$ cat config.mk
export PLATFORM = sky130hd
export DESIGN_NAME = ifu_fetch
export DESIGN_NICKNAME = d
export VERILOG_FILES = /design/src/rtl/ifu_fetch_pkg.sv /design/src/rtl/ifu_inst_buf.sv /design/src/rtl/ifu_fetch.sv
export SDC_FILE = /design/constraint.sdc
export NUM_CORES = 1
export LEC_CHECK = 0
export CAP_MARGIN = 5
export CELL_PAD_IN_SITES_DETAIL_PLACEMENT = 0
export CELL_PAD_IN_SITES_GLOBAL_PLACEMENT = 1
export CORE_ASPECT_RATIO = 0.8
export CORE_UTILIZATION = 30
export CTS_CLUSTER_SIZE = 20
export DETAILED_ROUTE_END_ITERATION = 8
export MAX_ROUTING_LAYER = met4
export PLACE_DENSITY_LB_ADDON = 0.1
export SYNTH_ARGS = -nofsm -noshare
export SYNTH_HDL_FRONTEND = slang
export SYNTH_SLANG_ARGS = --single-unit
$ cat constraint.sdc
create_clock -name clk -period 1.9 [get_ports clk]
set_clock_uncertainty 0.2 [all_clocks]
set_input_delay 0.285 -clock clk [delete_from_list [all_inputs] [get_ports clk]]
set_output_delay 0.285 -clock clk [all_outputs]
set_load 0.005 [all_outputs]
$ cat src/rtl/ifu_fetch_pkg.sv
// Shared widths, reset PC and FSM state encodings for the instruction fetch unit.
package ifu_fetch_pkg;

    localparam int unsigned CPU_WIDTH  = 64;
    localparam int unsigned INST_WIDTH = 32;
    localparam int unsigned CNT_WIDTH  = 64;
    localparam int unsigned STATE_W    = 3;

    localparam logic [CPU_WIDTH-1:0] RESET_PC = 64'h8000_0000;

    typedef logic [STATE_W-1:0] state_t;

    localparam state_t S_REQ   = 3'd0;
    localparam state_t S_WAIT  = 3'd1;
    localparam state_t S_HOLD  = 3'd2;
    localparam state_t S_HALT  = 3'd3;
    localparam state_t S_FAULT = 3'd4;

endpackage

$ cat src/rtl/ifu_inst_buf.sv
// Single-entry holding register for a fetched instruction and its PC.
//   clk, rst_n          : clock, async active-low reset
//   load                : capture load_inst/load_pc
//   clear               : return to reset contents (load has lower priority)
//   inst, inst_pc       : held instruction word and its PC
module ifu_inst_buf
    import ifu_fetch_pkg::*;
(
    input  logic                  clk,
    input  logic                  rst_n,
    input  logic                  load,
    input  logic                  clear,
    input  logic [INST_WIDTH-1:0] load_inst,
    input  logic [CPU_WIDTH-1:0]  load_pc,
    output logic [INST_WIDTH-1:0] inst,
    output logic [CPU_WIDTH-1:0]  inst_pc
);

    always_ff @(posedge clk or negedge rst_n) begin
        if (!rst_n) begin
            inst    <= '0;
            inst_pc <= RESET_PC;
        end else if (clear) begin
            inst    <= '0;
            inst_pc <= RESET_PC;
        end else if (load) begin
            inst    <= load_inst;
            inst_pc <= load_pc;
        end
    end

endmodule

$ cat src/rtl/ifu_fetch.sv
// Instruction fetch unit: owns the architectural PC, issues one imem fetch at
// a time, holds the returned word for decode, and advances the PC on consume.
//   curr_pc / pc_ena / next_pc          : exchange with the next-PC select logic
//   halt                                : stop issuing new fetches
//   imem_req_* / imem_rsp_*             : instruction memory handshake
//   inst_valid / inst_ready / inst / inst_pc : held instruction to decode
//   fetch_fault                         : sticky access/misalignment fault
//   retire_cnt                          : number of consumed instructions
module ifu_fetch
    import ifu_fetch_pkg::*;
(
    input  logic                  clk,
    input  logic                  rst_n,
    output logic [CPU_WIDTH-1:0]  curr_pc,
    output logic                  pc_ena,
    input  logic [CPU_WIDTH-1:0]  next_pc,
    input  logic                  halt,
    output logic                  imem_req_valid,
    input  logic                  imem_req_ready,
    output logic [CPU_WIDTH-1:0]  imem_req_addr,
    input  logic                  imem_rsp_valid,
    input  logic [INST_WIDTH-1:0] imem_rsp_data,
    input  logic                  imem_rsp_err,
    output logic                  inst_valid,
    input  logic                  inst_ready,
    output logic [INST_WIDTH-1:0] inst,
    output logic [CPU_WIDTH-1:0]  inst_pc,
    output logic                  fetch_fault,
    output logic [CNT_WIDTH-1:0]  retire_cnt
);

    state_t               state;
    state_t               state_nxt;
    logic [CPU_WIDTH-1:0] pc;
    logic                 consume;
    logic                 rsp_ok;

    // Responses only count while a fetch is outstanding; stale ones are dropped.
    assign rsp_ok  = (state == S_WAIT) && imem_rsp_valid && !imem_rsp_err;
    assign consume = (state == S_HOLD) && inst_ready;

    assign curr_pc       = pc;
    assign imem_req_addr = pc;

    // State register
    always_ff @(posedge clk or negedge rst_n) begin
        if (!rst_n) begin
            state <= S_REQ;
        end else begin
            state <= state_nxt;
        end
    end

    // Next-state logic
    always_comb begin
        state_nxt = state;
        case (state)
            S_REQ: begin
                if (halt) begin
                    state_nxt = S_HALT;
                end else if (imem_req_ready) begin
                    state_nxt = S_WAIT;
                end
            end
            S_WAIT: begin
                // halt is deliberately not sampled until the response lands.
                if (imem_rsp_valid) begin
                    state_nxt = imem_rsp_err ? S_FAULT : S_HOLD;
                end
            end
            S_HOLD: begin
                if (inst_ready) begin
                    if (next_pc[1:0] != 2'b00) begin
                        state_nxt = S_FAULT;
                    end else if (halt) begin
                        state_nxt = S_HALT;
                    end else begin
                        state_nxt = S_REQ;
                    end
                end
            end
            S_HALT: begin
                if (!halt) begin
                    state_nxt = S_REQ;
                end
            end
            S_FAULT: state_nxt = S_FAULT;
            default: state_nxt = S_FAULT;
        endcase
    end

    // Output decode from state
    always_comb begin
        imem_req_valid = 1'b0;
        inst_valid     = 1'b0;
        pc_ena         = 1'b0;
        fetch_fault    = 1'b0;
        case (state)
            S_REQ:   imem_req_valid = !halt;
            S_HOLD: begin
                inst_valid = 1'b1;
                pc_ena     = inst_ready;
            end
            S_FAULT: fetch_fault = 1'b1;
            default: ;
        endcase
    end

    // PC and retire counter advance together on consume; a misaligned next_pc
    // is still loaded so the faulting target is visible on curr_pc.
    always_ff @(posedge clk or negedge rst_n) begin
        if (!rst_n) begin
            pc         <= RESET_PC;
            retire_cnt <= '0;
        end else if (consume) begin
            pc         <= next_pc;
            retire_cnt <= retire_cnt + CNT_WIDTH'(1);
        end
    end

    // No in-band flush source exists yet; reset is the only clear.
    ifu_inst_buf u_inst_buf (
        .clk       (clk),
        .rst_n     (rst_n),
        .load      (rsp_ok),
        .clear     (1'b0),
        .load_inst (imem_rsp_data),
        .load_pc   (pc),
        .inst      (inst),
        .inst_pc   (inst_pc)
    );

endmodule
==> results of run 1 <==
-- power breakdown --
| group | switching (W) | internal (W) | total [W] |
|---|---|---|---|
| clock | 0.00198 | 0.00287 | 0.00485 |
| combinational | 0.00206 | 0.00373 | 0.00578 |
| sequential | 0.000779 | 0.00608 | 0.00686 |
-- through the flow --
step                std cells  worst slack [ns]  instance area, µm²
floorplan                 704           -0.0269                9730
global placement         1537            -0.427               14500
detailed placement       1537            -0.453               14500
CTS                      1700            -0.201               16200
global route             1715            -0.266               16600
finish                   1715            -0.142               16600
-- layer usage --
layer	global-route usage (%)	wire length, µm	up-vias
met4	4.14	633	0
met5	-	0	-
met3	4.36	1840	43
met2	32.1	15500	215
met1	25.6	14200	3770
li1	-	-	3563
-- worst register-to-register path, cell delays in order, from the launching register on --
cell and delay, ns:
dfrtp_1 0.38, buf_4 0.17, buf_4 0.12, and4b_4 0.31, buf_12 0.16, bufbuf_16 0.27, mux2_2 0.32
-- layout make-up --
cell class	count	share of cell area [%]
well taps	420	3.18
flip-flops and latches	227	34.4
inverters	3	0.0983
multi-input cells	386	21.4
repair buffers	633	35.9
clock buffers	44	4.89
clock inverters	2	0.0605
-- worst paths after layout --
path                                                 endpoint  slack, ns  depth (start not counted)
setup / recovery           u_inst_buf.inst_pc[10]$_DFFE_PN0P_      -0.14                          6
hold / removal                        curr_pc[26]$_DFFE_PN0P_       0.05                          2
setup reg to reg           u_inst_buf.inst_pc[10]$_DFFE_PN0P_      -0.14                          6
hold reg to reg             u_inst_buf.inst_pc[5]$_DFFE_PN0P_       0.30                          1
max in group asynchronous             curr_pc[18]$_DFFE_PN0P_       0.80                          3
min in group clk                      curr_pc[40]$_DFFE_PN0P_       0.17                          2
-- synth_stat cells (2+ instances only) --
master    instances
nand4_1          22
buf_2            18
dfrtp_1         225
and2_2            4
nand2_1          34
and2_1            4
clkbuf_1          6
nand3_1          23
and3_2            3
o21ai_0           4
nor4_4            2
and4_2            2
nor3_1            6
or3_1             2
nor4_1            5
and3_1            7
nor2_1           18
xor2_1           20
nor3b_1           2
dfstp_2           2
buf_4            64
mux2_2          160
xnor2_1          43
inv_1             2
and4_1            8
-- logic make-up (layout without fill, tap and decap cells) --
family / Yosys count / after routing / share of synthesized area [%]
xor gates and xnor gates: 63 / 63 / 5.72
muxes: 162 / 162 / 19.0
AOI/OAI and AO/OA: 7 / 7 / 0.428
and+or+nand+nor: 151 / 153 / 9.32
adders and majority gates: 1 / 1 / 0.130
DFF: 227 / 227 / 58.9
buffers and inverters: 93 / 682 / 6.48
-- what timing repair did --
item,in CTS,in global routing
pin swaps,30,23
hold buffers,1,0
setup endpoints to repair,401,190
cloned,8,2
buffers inserted,108,14
hold endpoints to repair,227,0
resized for setup,329,55
-- flip-flops by register name (all words and copies together), names as in the netlist --
| register | flops |
|---|---|
| u_inst_buf.inst_pc | 64 |
| u_inst_buf.inst | 32 |
| state | 3 |
| curr_pc | 64 |
| retire_cnt | 64 |
==> impl_metrics.csv, run 1 <==
group,metric,value,unit
outcome,status,"finished, violations left",
outcome,violations,"setup timing",
setup_path,slowest_delay,0.38,ns
setup_path,path_delay_family,"buffers and inverters",
synthesis,async_flop_share,100,%
floorplan,num_rows,58,
setup_path,cp.required,2.11,ns
synthesis,yosysTopAreaCell,"dfrtp_1",
clocking,clock_path_buffers,3,
final_layout,layout.nets,1381,
worst_hold_path,min_path_type,"in2async",
drt,routed_wirelength,32100,µm
floorplan,ios,395,
timing,finalMaxSlewViolations,0,
clocking,cts_max_level,1,
synthesis,ys_ff_latch,227,
synthesis,synth.avg_cell_area,13.7,µm²
job,drv_cap,0,
timing,holdWs,0.0523,ns
drt,vias_per_cell,4.43,
pwr,p_total,0.0175,W
synthesis,synth.distinct_cells,43,
synthesis,synthTopCellsByArea,"dfrtp_1 58%, mux2_2 19%, buf_4 5.0%",
clocking,cts_tree,"yes",
final_layout,syn_to_final_growth,71.5,%
global_routing,overflow,0,
timing,finalCritPeriodShare,107,%
global_routing,grt.total_usage,19.8,%
final_layout,regArea,5690,µm²
global_routing,grt_pass1_wl,48300,µm
synthesis,ys_seq_area_share,58.9,%
drt,drcViolationCount,0,
timing,tightestPinTransition,0.387,ns
clocking,clkSinkCount,227,
timing,worst_slack,-0.142,ns
synthesis,synth_ff_type,"dfrtp_1",
global_routing,grt_max_degree,53,
global_routing,grt_pass1_vias,7904,
setup_path,cp-start-kind,"flop",
floorplan,fp.coreArea,31600,µm²
pwr,leakage,9.16,nW
final_layout,final_common_cell,"dlygate4sd2_1",
setup_path,path_buf_inv,4,
clocking,cts_buffers,26,
clocking,clockRootBuffer,"clkbuf_16",
final_layout,utilization,52.4,%
synthesis,synth_fp_nets,808,
final_layout,insertedDiodeCount,0,
drt,drtIter0Drc,234,
drt,dr.pass1.iters,4,
setup_path,path_cells,"buf_4 -> buf_4 -> and4b_4 -> buf_12 -> bufbuf_16 -> mux2_2",
floorplan,die_y,162,µm
drt,routedWlPerCell,18.7,µm
timing,rsz0062_at_grt,"yes",
setup_path,cp_max_fo,6,
place,io_buffers,394,
timing,hold_violations,0,
setup_path,critPathMostFrequentCell,"buf_4",
setup_path,startpoint,"state[0]$_DFFE_PN0P_",
place,dp_hpwl,21400,µm
drt,ant_nets,0,
setup_path,critPathKind,"reg2reg",
floorplan,dieArea,32900,µm²
timing,setup_tns,-10.14,ns
pwr,ir_worst_vdd,0.614,mV
final_layout,layout_common_cells,"252 x dlygate4sd2_1, 217 x dfrtp_1, 195 x buf_4",
timing,clock.fmax,490,MHz
setup_path,cp-end-kind,"flop",
place,place_congestion,0.776,
floorplan,start_util,30.6,%
final_layout,multi_input_area,3550,µm²
synthesis,synth_top_area_share,58.4,%
final_layout,layout-drive-gt1-share,38.8,%
timing,slew_headroom,74.2,%
clocking,clkLatencyLatePin,0.53,ns
floorplan,die_w,203,µm
synthesis,synth_edf_count,0,
pwr,pwr_density_cell,1060,nW/µm²
synthesis,mappedNetlistArea,9650,µm²
setup_path,r2r-start,"state[0]$_DFFE_PN0P_",
timing,period_needed,2.04,ns
synthesis,synthCells,704,
clocking,clkSlewWorstSetupHoldPaths,0.06,ns
synthesis,yosys_warnings,0,
setup_path,critPathSlowestCell,"dfrtp_1",
drt,vias,7591,
final_layout,fillers,2875,
timing,finalSetupViolations,134,
setup_path,worstPathArrival,2.25,ns
global_routing,antenna_found_initial,0,
No activity file was read; power rests on OpenSTA's default activity.
==> run 2: changes to the inputs <==
CORE_UTILIZATION = 34   (was 30)
clock period = 2 ns   (was 1.9 ns; I/O delays follow)
==> run 2 against run 1 <==
  * Critical path type unchanged
  * Utilization grew 6.3 points
  * The flow still finishes with violations (setup timing)
  * Via count shrank 3.1%
  * Sequential share of layout area grew 0.78 points
==> impl_metrics.csv, run 2 (synthesis results as in run 1) <==
group,metric,value,unit
outcome,status,"finished, violations left",
outcome,violations,"setup timing",
timing,finalSetupViolations,1,
timing,period_needed,2.01,ns
setup_path,cp-end-kind,"flop",
floorplan,die_y,153,µm
clocking,cts_tree,"yes",
final_layout,layout-drive-gt1-share,35.1,%
place,preCtsSetupSlack,-0.411,ns
setup_path,slowest_delay,0.38,ns
setup_path,r2r_setup_slack,-0.01,ns
setup_path,critPathSlowestCell,"dfrtp_1",
floorplan,die_w,190,µm
timing,finalMaxSlewViolations,0,
setup_path,cp_max_fo,4,
timing,slew_headroom,77.3,%
setup_path,path_delay_family,"simple AND/OR/NAND/NOR gates",
drt,vias_per_cell,4.65,
setup_path,worstPathArrival,2.21,ns
timing,worst_slack,-0.0138,ns
global_routing,gr-usage-met3,4.54,%
setup_path,path_buf_inv,2,
setup_path,rr_endpoint,"retire_cnt[26]$_DFFE_PN0P_",
global_routing,grt_pass1_vias,7617,
global_routing,grt_max_degree,57,
global_routing,overflow,0,
global_routing,met2_usage,32.7,%
floorplan,num_rows,54,
final_layout,syn_to_final_growth,67.8,%
final_layout,stdcell_area,16200,µm²
clocking,cts_max_level,1,
global_routing,grt_most_used_layer,"met2",
final_layout,layout.nets,1303,
pwr,pwr_density_cell,1080,nW/µm²
drt,vias,7355,
setup_path,critPathKind,"reg2reg",
clocking,cts_buffers,25,
global_routing,met1_usage,24.8,%
final_layout,layout_common_cells,"300 x clkdlybuf4s50_1, 216 x dfrtp_1, 123 x mux2_2",
timing,clock.fmax,497,MHz
setup_path,cp.required,2.20,ns
floorplan,ios,395,
job,drv_cap,0,
drt,drcViolationCount,0,
timing,finalCritPeriodShare,101,%
floorplan,dieArea,29100,µm²
clocking,clkSlewWorstSetupHoldPaths,0.06,ns
drt,routedWlPerCell,18.4,µm
place,dp_hpwl,20300,µm
worst_hold_path,min_path_type,"in2async",
global_routing,grt.total_usage,19.9,%
setup_path,path_cells,"nand4bb_4 -> inv_4 -> nand4_1 -> nor4_1 -> buf_4 -> nand3_1 -> xnor2_1",
clocking,clockRootBuffer,"clkbuf_16",
global_routing,antenna_found_initial,0,
final_layout,insertedDiodeCount,0,
place,place_congestion,0.790,
timing,hold_violations,0,
floorplan,start_util,35.0,%
setup_path,r2r_cells,7,
place,io_buffers,394,
clocking,clock_path_buffers,3,
clocking,clkSinkCount,227,
setup_path,r2r-start,"state[2]$_DFFE_PN0P_",
floorplan,fp.coreArea,27600,µm²
timing,tightestPinTransition,0.338,ns
clocking,clkLatencyLatePin,0.52,ns
timing,rsz0062_at_grt,"yes",
place,place_area,14400,µm²
drt,drtIter0Drc,340,
final_layout,final_common_cell,"clkdlybuf4s50_1",
pwr,ir_worst_vdd,0.595,mV
global_routing,grt_pass1_wl,43800,µm
setup_path,cp-start-kind,"flop",
drt,dr.pass1.iters,4,
drt,ant_nets,0,
drt,routed_wirelength,29200,µm
pwr,leakage,8.14,nW
[run 2: cell types whose count changed in the layout (fill, tap and decap cells not counted), moves of 5 or more]
cell	change
dlygate4sd2_1	-199
clkdlybuf4s50_1	+194
buf_4	-73
mux2_2	-37
mux2_4	+37
buf_16	-7
dlymetal6s2s_1	+7
bufinv_16	+5
[run 2: metrics by stage]
step | TNS (ns) | hold slack [ns] | cells | power (W) | utilization (%)
after floorplan | 0 | -0.196 | 704 | 0.00858 | -
after global placement | -37.12 | 0.0157 | 1479 | 0.0121 | 52.2
after detailed placement | -43.93 | 0.0161 | 1479 | 0.0121 | 52.2
after CTS | -1.79 | 0.0619 | 1551 | 0.0173 | 56.1
after global routing | -1.07 | 0.0826 | 1582 | 0.0183 | 58.7
final | -0.0138 | 0.0616 | 1582 | 0.0174 | 58.7
[run 2: timing repair]
| item | CTS | global route |
|---|---|---|
| endpoints found under the hold margin | 225 | 0 |
| pin swaps | 3 | 17 |
| cloned | 0 | 6 |
| buffers inserted | 25 | 25 |
| hold buffers | 1 | 0 |
| gates resized for setup | 93 | 125 |
| setup endpoints to repair | 93 | 195 |
[run 2: final cells by class]
cell class / count / area, µm²
Fill cell: 2329 / 11400
Sequential cell: 227 / 5690
Timing Repair Buffer: 558 / 5510
Multi-Input combinational cell: 384 / 3630
Clock buffer: 36 / 707
Tap cell: 364 / 455
Clock inverter: 10 / 181
Inverter: 3 / 13.8
[run 2: routing by layer]
metal | vias to the layer above | part of all wire (%)
li1 | 3396 | -
met1 | 3702 | 43
met2 | 219 | 49
met3 | 38 | 6.1
met4 | 0 | 2.1
met5 | - | 0
[run 2: worst max-delay path by stage]
stage | from | to | cells after the start
finish | state[2]$_DFFE_PN0P_ | retire_cnt[26]$_DFFE_PN0P_ | 7
global route | state[2]$_DFFE_PN0P_ | retire_cnt[26]$_DFFE_PN0P_ | 7
CTS | state[0]$_DFFE_PN0P_ | imem_req_valid | 3
detailed placement | inst_ready | retire_cnt[40]$_DFFE_PN0P_ | 8
global placement | inst_ready | retire_cnt[44]$_DFFE_PN0P_ | 8
floorplan | retire_cnt[46]$_DFFE_PN0P_ | retire_cnt[57]$_DFFE_PN0P_ | 5
[run 2: where the power goes]
part	leakage (nW)	switching (W)	internal, W	total (W)
clock	0.432	0.00189	0.00310	0.00499
combinational	4.64	0.00164	0.00410	0.00574
sequential	3.06	0.000893	0.00577	0.00667
total	8.14	0.00443	0.0130	0.0174
==> run 3: changes to the inputs <==
SYNTH_HIERARCHICAL = 1   (was not set)
==> run 3 against run 2 <==
  * Register-to-register slack worse by 0.05 ns
  * The run still ends with setup timing left
  * Maximum frequency down 2.3%
  * Die area increased by 5.0%
==> impl_metrics.csv, run 3 <==
group,metric,value,unit
outcome,status,"finished, violations left",
outcome,violations,"setup timing",
job,drv_cap,0,
setup_path,r2r-start,"retire_cnt[25]$_DFFE_PN0P_",
floorplan,dieArea,30500,µm²
timing,finalSetupViolations,3,
floorplan,die_y,156,µm
pwr,p_total,0.0142,W
place,place_congestion,0.775,
pwr,pwr_density_cell,826,nW/µm²
drt,routed_wirelength,33300,µm
synthesis,async_flop_share,100,%
final_layout,layout-drive-gt1-share,29.7,%
synthesis,synth_fp_nets,934,
final_layout,stdcell_count,1770,
drt,drcViolationCount,0,
synthesis,ys_ff_latch,227,
clocking,cts_buffers,26,
global_routing,grt.total_usage,20.9,%
synthesis,synth_edf_count,0,
synthesis,synth_top_area_share,55.5,%
timing,finalCritPeriodShare,103,%
synthesis,synth.avg_cell_area,12.2,µm²
setup_path,cp-end-kind,"flop",
drt,dr.pass1.iters,4,
drt,ant_nets,0,
clocking,cts_max_level,1,
clocking,clkSlewWorstSetupHoldPaths,0.06,ns
place,dp_hpwl,22300,µm
pwr,internal_power,0.0106,W
timing,worst_slack,-0.0610,ns
global_routing,antenna_found_initial,1,
clocking,clkLatencyLatePin,0.52,ns
drt,routedWlPerCell,18.8,µm
timing,tightestPinTransition,0.506,ns
floorplan,start_util,34.6,%
pwr,seqPwrFrac,40.0,%
synthesis,synth_common_cells,"225 x dfrtp_1, 127 x nor2_1, 96 x mux2i_1",
synthesis,synth_ff_type,"dfrtp_1",
synthesis,synthTopCellsByArea,"dfrtp_1 56%, mux2i_1 9.5%, mux2_2 7.1%",
timing,hold_violations,0,
setup_path,critPathKind,"reg2reg",
global_routing,grt_pass1_wl,48500,µm
drt,vias,8140,
setup_path,cp.required,2.20,ns
final_layout,fillers,2551,
synthesis,ys_seq_area_share,56.0,%
drt,vias_per_cell,4.60,
timing,finalMaxSlewViolations,0,
floorplan,num_rows,56,
timing,clock.fmax,485,MHz
timing,slew_headroom,66.0,%
setup_path,cp_max_fo,6,
global_routing,grt_pass1_vias,8082,
pwr,ir_worst_vdd,0.548,mV
final_layout,final_common_cell,"clkdlybuf4s50_1",
global_routing,grt_max_degree,97,
timing,period_needed,2.06,ns
pwr,leakage,8.34,nW
synthesis,mappedNetlistArea,10100,µm²
final_layout,layout.nets,1478,
floorplan,ios,395,
synthesis,synth.distinct_cells,44,
setup_path,r2r_cells,6,
timing,holdWs,0.0755,ns
timing,rsz0062_at_grt,"yes",
drt,drtIter0Drc,279,
synthesis,synth_most_common_cell,"dfrtp_1",
synthesis,yosysTopAreaCell,"dfrtp_1",
final_layout,syn_to_final_growth,69.8,%
synthesis,synthCells,830,
timing,setup_tns,-0.0771,ns
setup_path,cp-start-kind,"flop",
global_routing,overflow,0,
final_layout,layout_common_cells,"304 x clkdlybuf4s50_1, 213 x dfrtp_1, 166 x buf_4",
pwr,p_sw_share,25.3,%
clocking,clock_path_buffers,3,
final_layout,multi_input_area,4060,µm²
place,io_buffers,394,
pwr,switchingPower,0.00360,W
pwr,pwr-share-clk,33.7,%
floorplan,die_w,195,µm
clocking,clkSinkCount,227,
worst_hold_path,min_path_type,"in2async",
setup_path,rr_endpoint,"retire_cnt[56]$_DFFE_PN0P_",
floorplan,fp.coreArea,29300,µm²
pwr,p_comb_share,26.2,%
clocking,cts_tree,"yes",
place,preCtsSetupSlack,-0.474,ns
place,dp_cells,1610,
setup_path,worstPathArrival,2.26,ns
setup_path,r2r_setup_slack,-0.06,ns
final_layout,regArea,5700,µm²
synthesis,yosys_warnings,6,
clocking,clockRootBuffer,"clkbuf_16",
==> run 3: changes by cell type after synthesis, moves of 6 or more <==
| cell | change |
|---|---|
| mux2_2 | -96 |
| nor3_2 | +7 |
| clkbuf_1 | +6 |
| xnor2_1 | -10 |
| buf_4 | +9 |
| mux2i_1 | +95 |
| and4_1 | -6 |
| nand2_1 | -8 |
| xor2_1 | +10 |
| nor2_1 | +109 |
| buf_2 | -10 |
| inv_1 | +12 |
==> run 3: worst max-delay path by stage <==
stage / slack [ns] / cells past startpoint / from / endpoint
finish: -0.06 / 6 / retire_cnt[25]$_DFFE_PN0P_ / retire_cnt[56]$_DFFE_PN0P_
global route: -0.20 / 7 / retire_cnt[5]$_DFFE_PN0P_ / retire_cnt[56]$_DFFE_PN0P_
CTS: -0.05 / 3 / state[0]$_DFFE_PN0P_ / imem_req_valid
detailed placement: -0.47 / 8 / inst_ready / retire_cnt[48]$_DFFE_PN0P_
global placement: -0.41 / 8 / inst_ready / retire_cnt[48]$_DFFE_PN0P_
floorplan: 0.03 / 5 / retire_cnt[6]$_DFFE_PN0P_ / retire_cnt[56]$_DFFE_PN0P_
==> run 3: cells by family after synthesis <==
family,share of synthesized area (%)
AO/OA/AOI/OAI,0.481
XOR/XNOR,5.44
adder cells (fa/ha/maj),0.123
buffers and inverters,7.70
flip-flops,56.0
multiplexers,16.8
other,0.0370
AND/OR/NAND/NOR,13.4
==> run 3: final cells by class <==
class                   instances  share of cell area (%)
diodes                          1                  0.0145
clock inverters                 4                   0.262
repair buffers                613                    35.2
multi-input cells             492                    23.6
inverters                      14                   0.334
clock buffers                  42                    4.77
flip-flops and latches        227                    33.1
well taps                     377                    2.74
==> run 3: repair_timing <==
item,4_1_cts,5_1_grt
pin swaps,12,31
cloned,1,10
resized for setup,108,109
hold buffers,1,0
setup buffers,49,52
endpoints found under the setup margin,110,190
hold endpoints to repair,225,0
==> run 3: layer usage <==
metal / global-route usage (%) / share of wire (%) / wire [µm] / up-vias
li1: - / - / - / 3856
met1: 28.0 / 45 / 15000 / 4005
met2: 33.6 / 48 / 16100 / 248
met3: 4.14 / 5.3 / 1760 / 31
met4: 3.07 / 1.2 / 401 / 0
met5: - / 0 / 0 / -
==> run 3: power groups by stage <==
stage | clock network, W | registers, W | logic [W]
4_1_cts | 0.00492 | 0.00575 | 0.00338
3_5_place_dp | 0 | 0.00584 | 0.00329
5_1_grt | 0.00511 | 0.00578 | 0.00397
2_1_floorplan | 0 | 0.00570 | 0.00140
3_3_place_gp | 0 | 0.00583 | 0.00327
6_report | 0.00480 | 0.00569 | 0.00373
==> run 3: through the flow <==
step	instance area (µm²)	util (%)
2_1_floorplan	10100	-
3_3_place_gp	14800	50.5
3_5_place_dp	14800	50.5
4_1_cts	16100	55.0
5_1_grt	17200	58.8
6_report	17200	58.8
==> run 3: critical path, cell delays in order (launching register included) <==
cell     delay [ns]
dfrtp_1        0.36
buf_4          0.12
nand4_4        0.16
or3_4          0.42
nor3_2         0.34
nand4_1        0.18
xnor2_1        0.16
